===== src/rtl/bram_stream_ctrl.sv =====
// Block-command sequencer for the single-port BRAM_50K buffer.
// Fills an address range from s_* or dumps a range to m_*.
module bram_stream_ctrl #(
    parameter int WIDTH      = 32,
    parameter int DEPTH      = 1600,
    parameter int ADDR_WIDTH = 11
) (
    input  logic                  clk,
    input  logic                  rst_n,
    input  logic                  cmd_valid,
    output logic                  cmd_ready,
    input  logic                  cmd_write,
    input  logic [ADDR_WIDTH-1:0] cmd_base,
    input  logic [ADDR_WIDTH:0]   cmd_len,
    input  logic                  s_valid,
    output logic                  s_ready,
    input  logic [WIDTH-1:0]      s_data,
    output logic                  m_valid,
    input  logic                  m_ready,
    output logic [WIDTH-1:0]      m_data,
    output logic                  m_last,
    output logic                  bram_we,
    output logic [ADDR_WIDTH-1:0] bram_addr,
    output logic [WIDTH-1:0]      bram_din,
    input  logic [WIDTH-1:0]      bram_dout,
    output logic                  done,
    output logic                  err
);

    typedef enum logic [2:0] {
        IDLE  = 3'd0,
        WRITE = 3'd1,
        READ  = 3'd2,
        DRAIN = 3'd3,
        DONE  = 3'd4
    } state_t;

    localparam logic [ADDR_WIDTH:0]   DEPTH_L = (ADDR_WIDTH+1)'(DEPTH);
    localparam logic [ADDR_WIDTH-1:0] LAST_A  = ADDR_WIDTH'(DEPTH - 1);
    localparam logic [ADDR_WIDTH:0]   ONE     = (ADDR_WIDTH+1)'(1);
    localparam logic [ADDR_WIDTH:0]   ZERO    = '0;

    state_t                state;
    state_t                state_nxt;
    logic [ADDR_WIDTH-1:0] cur_addr;
    logic [ADDR_WIDTH-1:0] addr_inc;
    logic [ADDR_WIDTH-1:0] addr_q;
    logic [ADDR_WIDTH:0]   remaining;
    logic                  cmd_fire;
    logic                  cmd_bad;
    logic                  cmd_go;
    logic                  s_fire;
    logic                  rd_load;
    logic                  last_word;
    logic                  err_q;

    assign cmd_fire  = (state == IDLE) && cmd_valid;
    assign cmd_bad   = ({1'b0, cmd_base} >= DEPTH_L) || (cmd_len > DEPTH_L);
    assign cmd_go    = cmd_fire && !cmd_bad;
    assign s_fire    = (state == WRITE) && s_valid;
    assign rd_load   = (state == READ) && (!m_valid || m_ready);
    assign last_word = (remaining == ONE);

    // DEPTH is not a power of two, so the wrap needs an explicit compare
    assign addr_inc  = (cur_addr == LAST_A) ? '0 : cur_addr + 1'b1;

    always_ff @(posedge clk or negedge rst_n) begin
        if (!rst_n) begin
            state <= IDLE;
        end else begin
            state <= state_nxt;
        end
    end

    always_comb begin
        state_nxt = state;
        unique case (state)
            IDLE: begin
                if (cmd_go) begin
                    if (cmd_len == ZERO) begin
                        state_nxt = DONE;
                    end else if (cmd_write) begin
                        state_nxt = WRITE;
                    end else begin
                        state_nxt = READ;
                    end
                end
            end
            WRITE: begin
                if (s_fire && last_word) begin
                    state_nxt = DONE;
                end
            end
            READ: begin
                if (rd_load && last_word) begin
                    state_nxt = DRAIN;
                end
            end
            DRAIN: begin
                if (m_valid && m_ready) begin
                    state_nxt = DONE;
                end
            end
            DONE: begin
                state_nxt = IDLE;
            end
            default: begin
                state_nxt = IDLE;
            end
        endcase
    end

    always_comb begin
        cmd_ready = 1'b0;
        s_ready   = 1'b0;
        bram_we   = 1'b0;
        bram_addr = addr_q;
        done      = 1'b0;
        unique case (state)
            IDLE: begin
                cmd_ready = 1'b1;
            end
            WRITE: begin
                s_ready   = 1'b1;
                bram_we   = s_valid;
                bram_addr = cur_addr;
            end
            READ: begin
                bram_addr = cur_addr;
            end
            DRAIN: begin
                bram_addr = addr_q;
            end
            DONE: begin
                done = 1'b1;
            end
            default: begin
                done = 1'b0;
            end
        endcase
    end

    assign bram_din = s_data;
    assign err      = err_q;

    always_ff @(posedge clk or negedge rst_n) begin
        if (!rst_n) begin
            cur_addr  <= '0;
            remaining <= '0;
            addr_q    <= '0;
            err_q     <= 1'b0;
        end else begin
            err_q <= cmd_fire && cmd_bad;
            if (cmd_go) begin
                cur_addr  <= cmd_base;
                remaining <= cmd_len;
            end else if (s_fire || rd_load) begin
                cur_addr  <= addr_inc;
                remaining <= remaining - ONE;
            end
            if ((state == WRITE) || (state == READ)) begin
                addr_q <= cur_addr;
            end
        end
    end

    // A stalled word is never overwritten: loads only when empty or consumed
    always_ff @(posedge clk or negedge rst_n) begin
        if (!rst_n) begin
            m_valid <= 1'b0;
            m_data  <= '0;
            m_last  <= 1'b0;
        end else if (rd_load) begin
            m_valid <= 1'b1;
            m_data  <= bram_dout;
            m_last  <= last_word;
        end else if (m_valid && m_ready) begin
            m_valid <= 1'b0;
            m_last  <= 1'b0;
        end
    end

endmodule

===== config.mk =====
export PLATFORM = sky130hd
export DESIGN_NAME = bram_stream_ctrl
export DESIGN_NICKNAME = d
export VERILOG_FILES = /design/src/rtl/bram_stream_ctrl.sv
export SDC_FILE = /design/constraint.sdc
export NUM_CORES = 1
export LEC_CHECK = 0
export CORE_MARGIN = 4
export CORE_UTILIZATION = 37
export DETAILED_ROUTE_END_ITERATION = 16
export PLACE_DENSITY = 0.84
export SLEW_MARGIN = 20
export SYNTH_ARGS = -nofsm -noshare
export SYNTH_HDL_FRONTEND = slang
export SYNTH_SLANG_ARGS = --single-unit

===== constraint.sdc =====
create_clock -name clk -period 2.1 [get_ports clk]
set_clock_uncertainty 0.15 [all_clocks]
set_input_delay 0.63 -clock clk [delete_from_list [all_inputs] [get_ports clk]]
set_output_delay 0.63 -clock clk [all_outputs]
set_load 0.01 [all_outputs]

* Word-level counts from Yosys, hierarchy flattened
Index checks and enable logic that the tools add are counted.
Word-level totals: register bits after elaboration 72, input port bits 93, word-level logic and storage cells 62, output and inout bits 82
Operators by class: reduce and logical (&&, ||, !) cells 20, muxes and demuxes 20, $lt $le $gt $ge 2, eq/ne operators 10, $add $sub $neg 2
Operators with widths (number):
- 11-bit 2-to-1 mux | 4
- 12-bit 2-to-1 mux | 2
- 3-bit 2-to-1 mux | 5
- 12-bit by 1-bit equality test with 1-bit output (second input constant) | 1
- 12-bit by 11-bit > comparator with 1-bit output (second input constant) | 1
- 12-bit logical NOT | 1
- 3-bit one-hot mux with 4 select lines | 1
- 12-bit by 1-bit subtractor with 12-bit output (second input constant) | 1
- 11-bit by 1-bit adder with 11-bit output (second input constant) | 1
- 11-bit equality test (second input constant) | 1
- 11-bit >= comparator (second input constant) | 1
- 1-bit logical AND | 8
- 2-bit inequality test (second input constant) | 4
- 1-bit 2-to-1 mux | 7
- 3-bit by 2-bit equality test with 1-bit output (second input constant) | 2
- 1-bit logical OR | 4
- 4-bit AND reduction | 1
- 2-bit nonzero test | 2
- 3-bit by 1-bit equality test with 1-bit output (second input constant) | 1
- 3-bit equality test (second input constant) | 1
- 3-bit logical NOT | 1
- 1-bit logical NOT | 2
- 2-bit 2-to-1 mux | 1
- 2-bit OR reduction | 1

* Depth between registers and ports, before layout
depth in word-level cells 6, mapped depth 8, depth with buffers taken out 6

* Least setup slack after synthesis
No wires, ideal clock.
path type register to output, start point register state[1], end point output bram_addr[1], cell stages (with the launch flop) 7, arrival 1.431 ns, path buffers 2, path slack -0.111 ns, data required time 1.320 ns, path through dfrtp_1 -> buf_6 -> nand2b_2 -> nor2_1 -> nor2_1 -> buf_2 -> mux2_2
Between the ends: cells in the longest elaborated chain, start to end 3, elaborated cells between the ends (all ways) 4, those cells by class 2 x eq/ne; 1 x mux; 1 x reduce/logical
Ends and longest elaborated chain:
- start, declared | RTL line 43 | state_t state;
- start signal, assigned | RTL line 71 | state <= state_nxt;
- 3-bit by 1-bit equality test with 1-bit output / 3-bit by 2-bit equality test with 1-bit output (equally long branches) | RTL line 119 | unique case (state)
- 2-bit OR reduction (no source line) (*)
- 11-bit 2-to-1 mux (*) | RTL line 119
- end, declared | RTL line 23 | output logic [ADDR_WIDTH-1:0] bram_addr,
Every way passes the cells marked *; elsewhere a longest branch is shown, timed or not.

* Worst setup path in the final report
start point register state[0], end point output bram_addr[0]
The elaborated chain is that of the path after synthesis.

==> impl_metrics.yaml <==
floorplanning:
  die_h_um: 108.3
  start_util: 0.3804
  die_w_um: 108.3
  dieArea_sq_um: 11720
  ios: 175
  core_sq_um: 9774
  rows: 36
placement:
  portBuffers: 110
  place.gp.congestion: 0.8470
  dp_hpwl_mm: 7.316
  pre_cts_ws_ps: -576.5
  place_area_sq_um: 5139
timing:
  worst_pin_slew_ps: 423.5
  layout_setup_ws_ps: -461.0
  finalCritPeriodShare: 1.220
  finalSetupTns_ps: -11710
  slew_violations: 0
  finalSetupViolCount: 38
  finalHoldViolCount: 0
  relSlewSlack: 0.7146
  fmax_mhz: 390.5
  period_needed_ps: 2561
  rsz0062_at_grt: "yes"
final_layout:
  antenna_cells: 0
  fill_cells: 772
  layout_common_cells: "clkdlybuf4s50_1 (82), dfrtp_1 (70), buf_4 (49)"
  area_growth_pct: 57.23
  finalNetCount: 584
  drive_gt1_frac: 0.3753
  fin_area_sq_um: 5847
  layout_commonest_cell: "clkdlybuf4s50_1"
clock_tree:
  cts_made_buffers: 9
  clk_path_buf_depth: 2
  numClockSinks: 72
  cts_root_buf: "clkbuf_8"
  htreeDepth: 3
  clk-insertion-delay-late_ps: 350
  hold_buffers: 0
  cts.reportedPaths.clkPinSlew_ps: 80
  cts_tree: "done"
setup_path:
  slowest_stage: "dfrtp_2"
  reg2reg_to: "cur_addr[3]$_DFFE_PN0P_"
  cp_top_family: "flip-flops"
  worstSetupStartpointType: "flip-flop"
  startpoint: "state[0]$_DFFE_PN0P_"
  r2r_cells: 14
  ff2ff_setup_slack_ps: -350
  criticalPathCategory: "reg2out"
  crit_chain: "nand2b_4 > nor2_4 > nor2_4 > buf_12 > mux2_4 > buf_6"
  critPathMaxFanout: 6
  regToRegStartpoint: "state[1]$_DFFE_PN0P_"
  critPathBufInv: 2
  cp.depth: 6
  max_stage_delay_ps: 450
  critPathCaptureType: "output pin"
  crit_path_frequent_cell: "nor2_4"
  arrival_ps: 1780
  required_ps: 1320
synthesis:
  synth_warnings: 0
  synthCells: 337
  synth_edf_count: 0
  syn-cell-area_sq_um: 3719
  synth_top_flop_cell: "dfrtp_1"
  async_reset_ff_frac: 1.000
  ys_types: 55
  synth-seq-cells: 72
  ys_seq_area_frac: 0.4845
  avgSynthCellArea_sq_um: 11.03
  synthesis.nets: 433
global_route:
  grt_pass1_vias: 3334
  grt_usage: 0.1825
  antenna_found_initial: 0
  grt_overflow: 0
  grt_pass1_wl_mm: 16.59
  grt_max_degree: 33
power_and_ir_drop:
  leakage_uw: 0.002505
  p_per_area_nw_per_um2: 1528
  ir_drop_mv: 0.7503
  totalPowerFinal_uw: 8934
detailed_routing:
  drtAntennaViolNets: 0
  viasPerCell: 5.131
  totalWireLength_mm: 10.78
  drt_pass1_iterations: 4
  vias: 3212
  wire_per_inst_um: 17.22
  drc: 0
  drtIter0Drc: 184
job:
  drv_cap: 0
run_status:
  violations: "negative setup slack"
  status: "complete, but fails checks"
hold_path:
  min_path_type: "in2async"
-- layout make-up --
cell class              count  area [sq um]  area share
clock inverters             6         66.31     0.01134
repair buffers            184          1867      0.3193
flip-flops and latches     72          1804      0.3086
inverters                   8         30.03    0.005136
well taps                 133         166.4     0.02846
clock buffers              10         137.6     0.02354
multi-input cells         213          1775      0.3037
-- registers in the layout, indices dropped and copies added, names as in the netlist --
register / count
addr_q: 11
cur_addr: 11
err: 1
m_data: 32
m_last: 1
m_valid: 1
remaining: 12
state: 3
-- synth_stat cells, types with 2 or more instances --
cell	count	area share
buf_6	2	0.0061
xnor2_1	9	0.021
a31oi_1	4	0.0067
nor2_1	14	0.014
dfrtp_1	72	0.48
and4_1	2	0.0047
ha_1	3	0.010
nor4_1	3	0.0050
nor3_1	15	0.020
xor2_1	2	0.0047
nand4_1	4	0.0067
and3_1	3	0.0050
o21ai_0	15	0.020
buf_4	32	0.065
o22a_1	2	0.0047
nand2b_1	4	0.0067
mux2i_1	3	0.0081
a221o_1	3	0.0081
a21oi_1	8	0.011
nand2_1	28	0.028
o211ai_1	3	0.0061
nor4b_2	2	0.0081
inv_1	7	0.0071
o31a_1	2	0.0047
nor2b_1	2	0.0034
clkbuf_1	3	0.0030
o41ai_1	2	0.0047
o311ai_1	2	0.0047
buf_2	8	0.011
o21ai_1	2	0.0027
mux2_2	42	0.13
nand3_1	9	0.012
nor3_2	2	0.0054
nand4b_1	2	0.0047
-- how the worst max path moves through the flow --
stage | to | slack [ps]
after floorplan | bram_addr[1] | -30
after global placement | bram_we | -550
after CTS | bram_addr[0] | -470
after global routing | bram_addr[2] | -540
after detailed placement | bram_we | -580
final | bram_addr[0] | -460
-- power breakdown --
| group | switching, uW | internal [uW] | total, uW | leakage [uW] |
|---|---|---|---|---|
| combinational | 2240 | 3060 | 5310 | 0.00155 |
| clock | 537 | 583 | 1120 | 0.0000949 |
| sequential | 427 | 2080 | 2510 | 0.000865 |
| total | 3210 | 5730 | 8930 | 0.00250 |
-- logic make-up (layout without fill, tap and decap cells) --
logic type | count (synthesis) | in the layout | share of synthesized area
compound gates | 53 | 54 | 0.1023
xor+xnor | 11 | 11 | 0.02591
fa+ha+maj | 3 | 3 | 0.01010
buf+inv | 53 | 208 | 0.09253
flops | 72 | 72 | 0.4845
mux | 45 | 45 | 0.1353
simple gates | 100 | 100 | 0.1494
-- per-layer routing --
layer | GRT usage | wire length, um | share of wire
met1 | 0.2232 | 4340 | 0.40
met2 | 0.3064 | 5216 | 0.48
met3 | 0.04896 | 989 | 0.092
met4 | 0.07304 | 233 | 0.022
met5 | 0 | 0 | 0
-- what timing repair did --
| action | CTS | global route |
|---|---|---|
| setup buffers | 12 | 5 |
| cloned | 6 | 0 |
| resized for setup | 132 | 24 |
| pin swaps | 11 | 5 |
| setup endpoints to repair | 40 | 42 |
-- per-stage QoR --
| step | hold slack, ps | utilization | std cells |
|---|---|---|---|
| after floorplan | 184.4 | - | 337 |
| final | 40.83 | 0.5982 | 626 |
| after CTS | 37.49 | 0.5879 | 622 |
| after global placement | 326.4 | 0.5257 | 588 |
| after global routing | 51.09 | 0.5982 | 626 |
| after detailed placement | 335.8 | 0.5257 | 588 |
No activity file was read; power rests on OpenSTA's default activity.
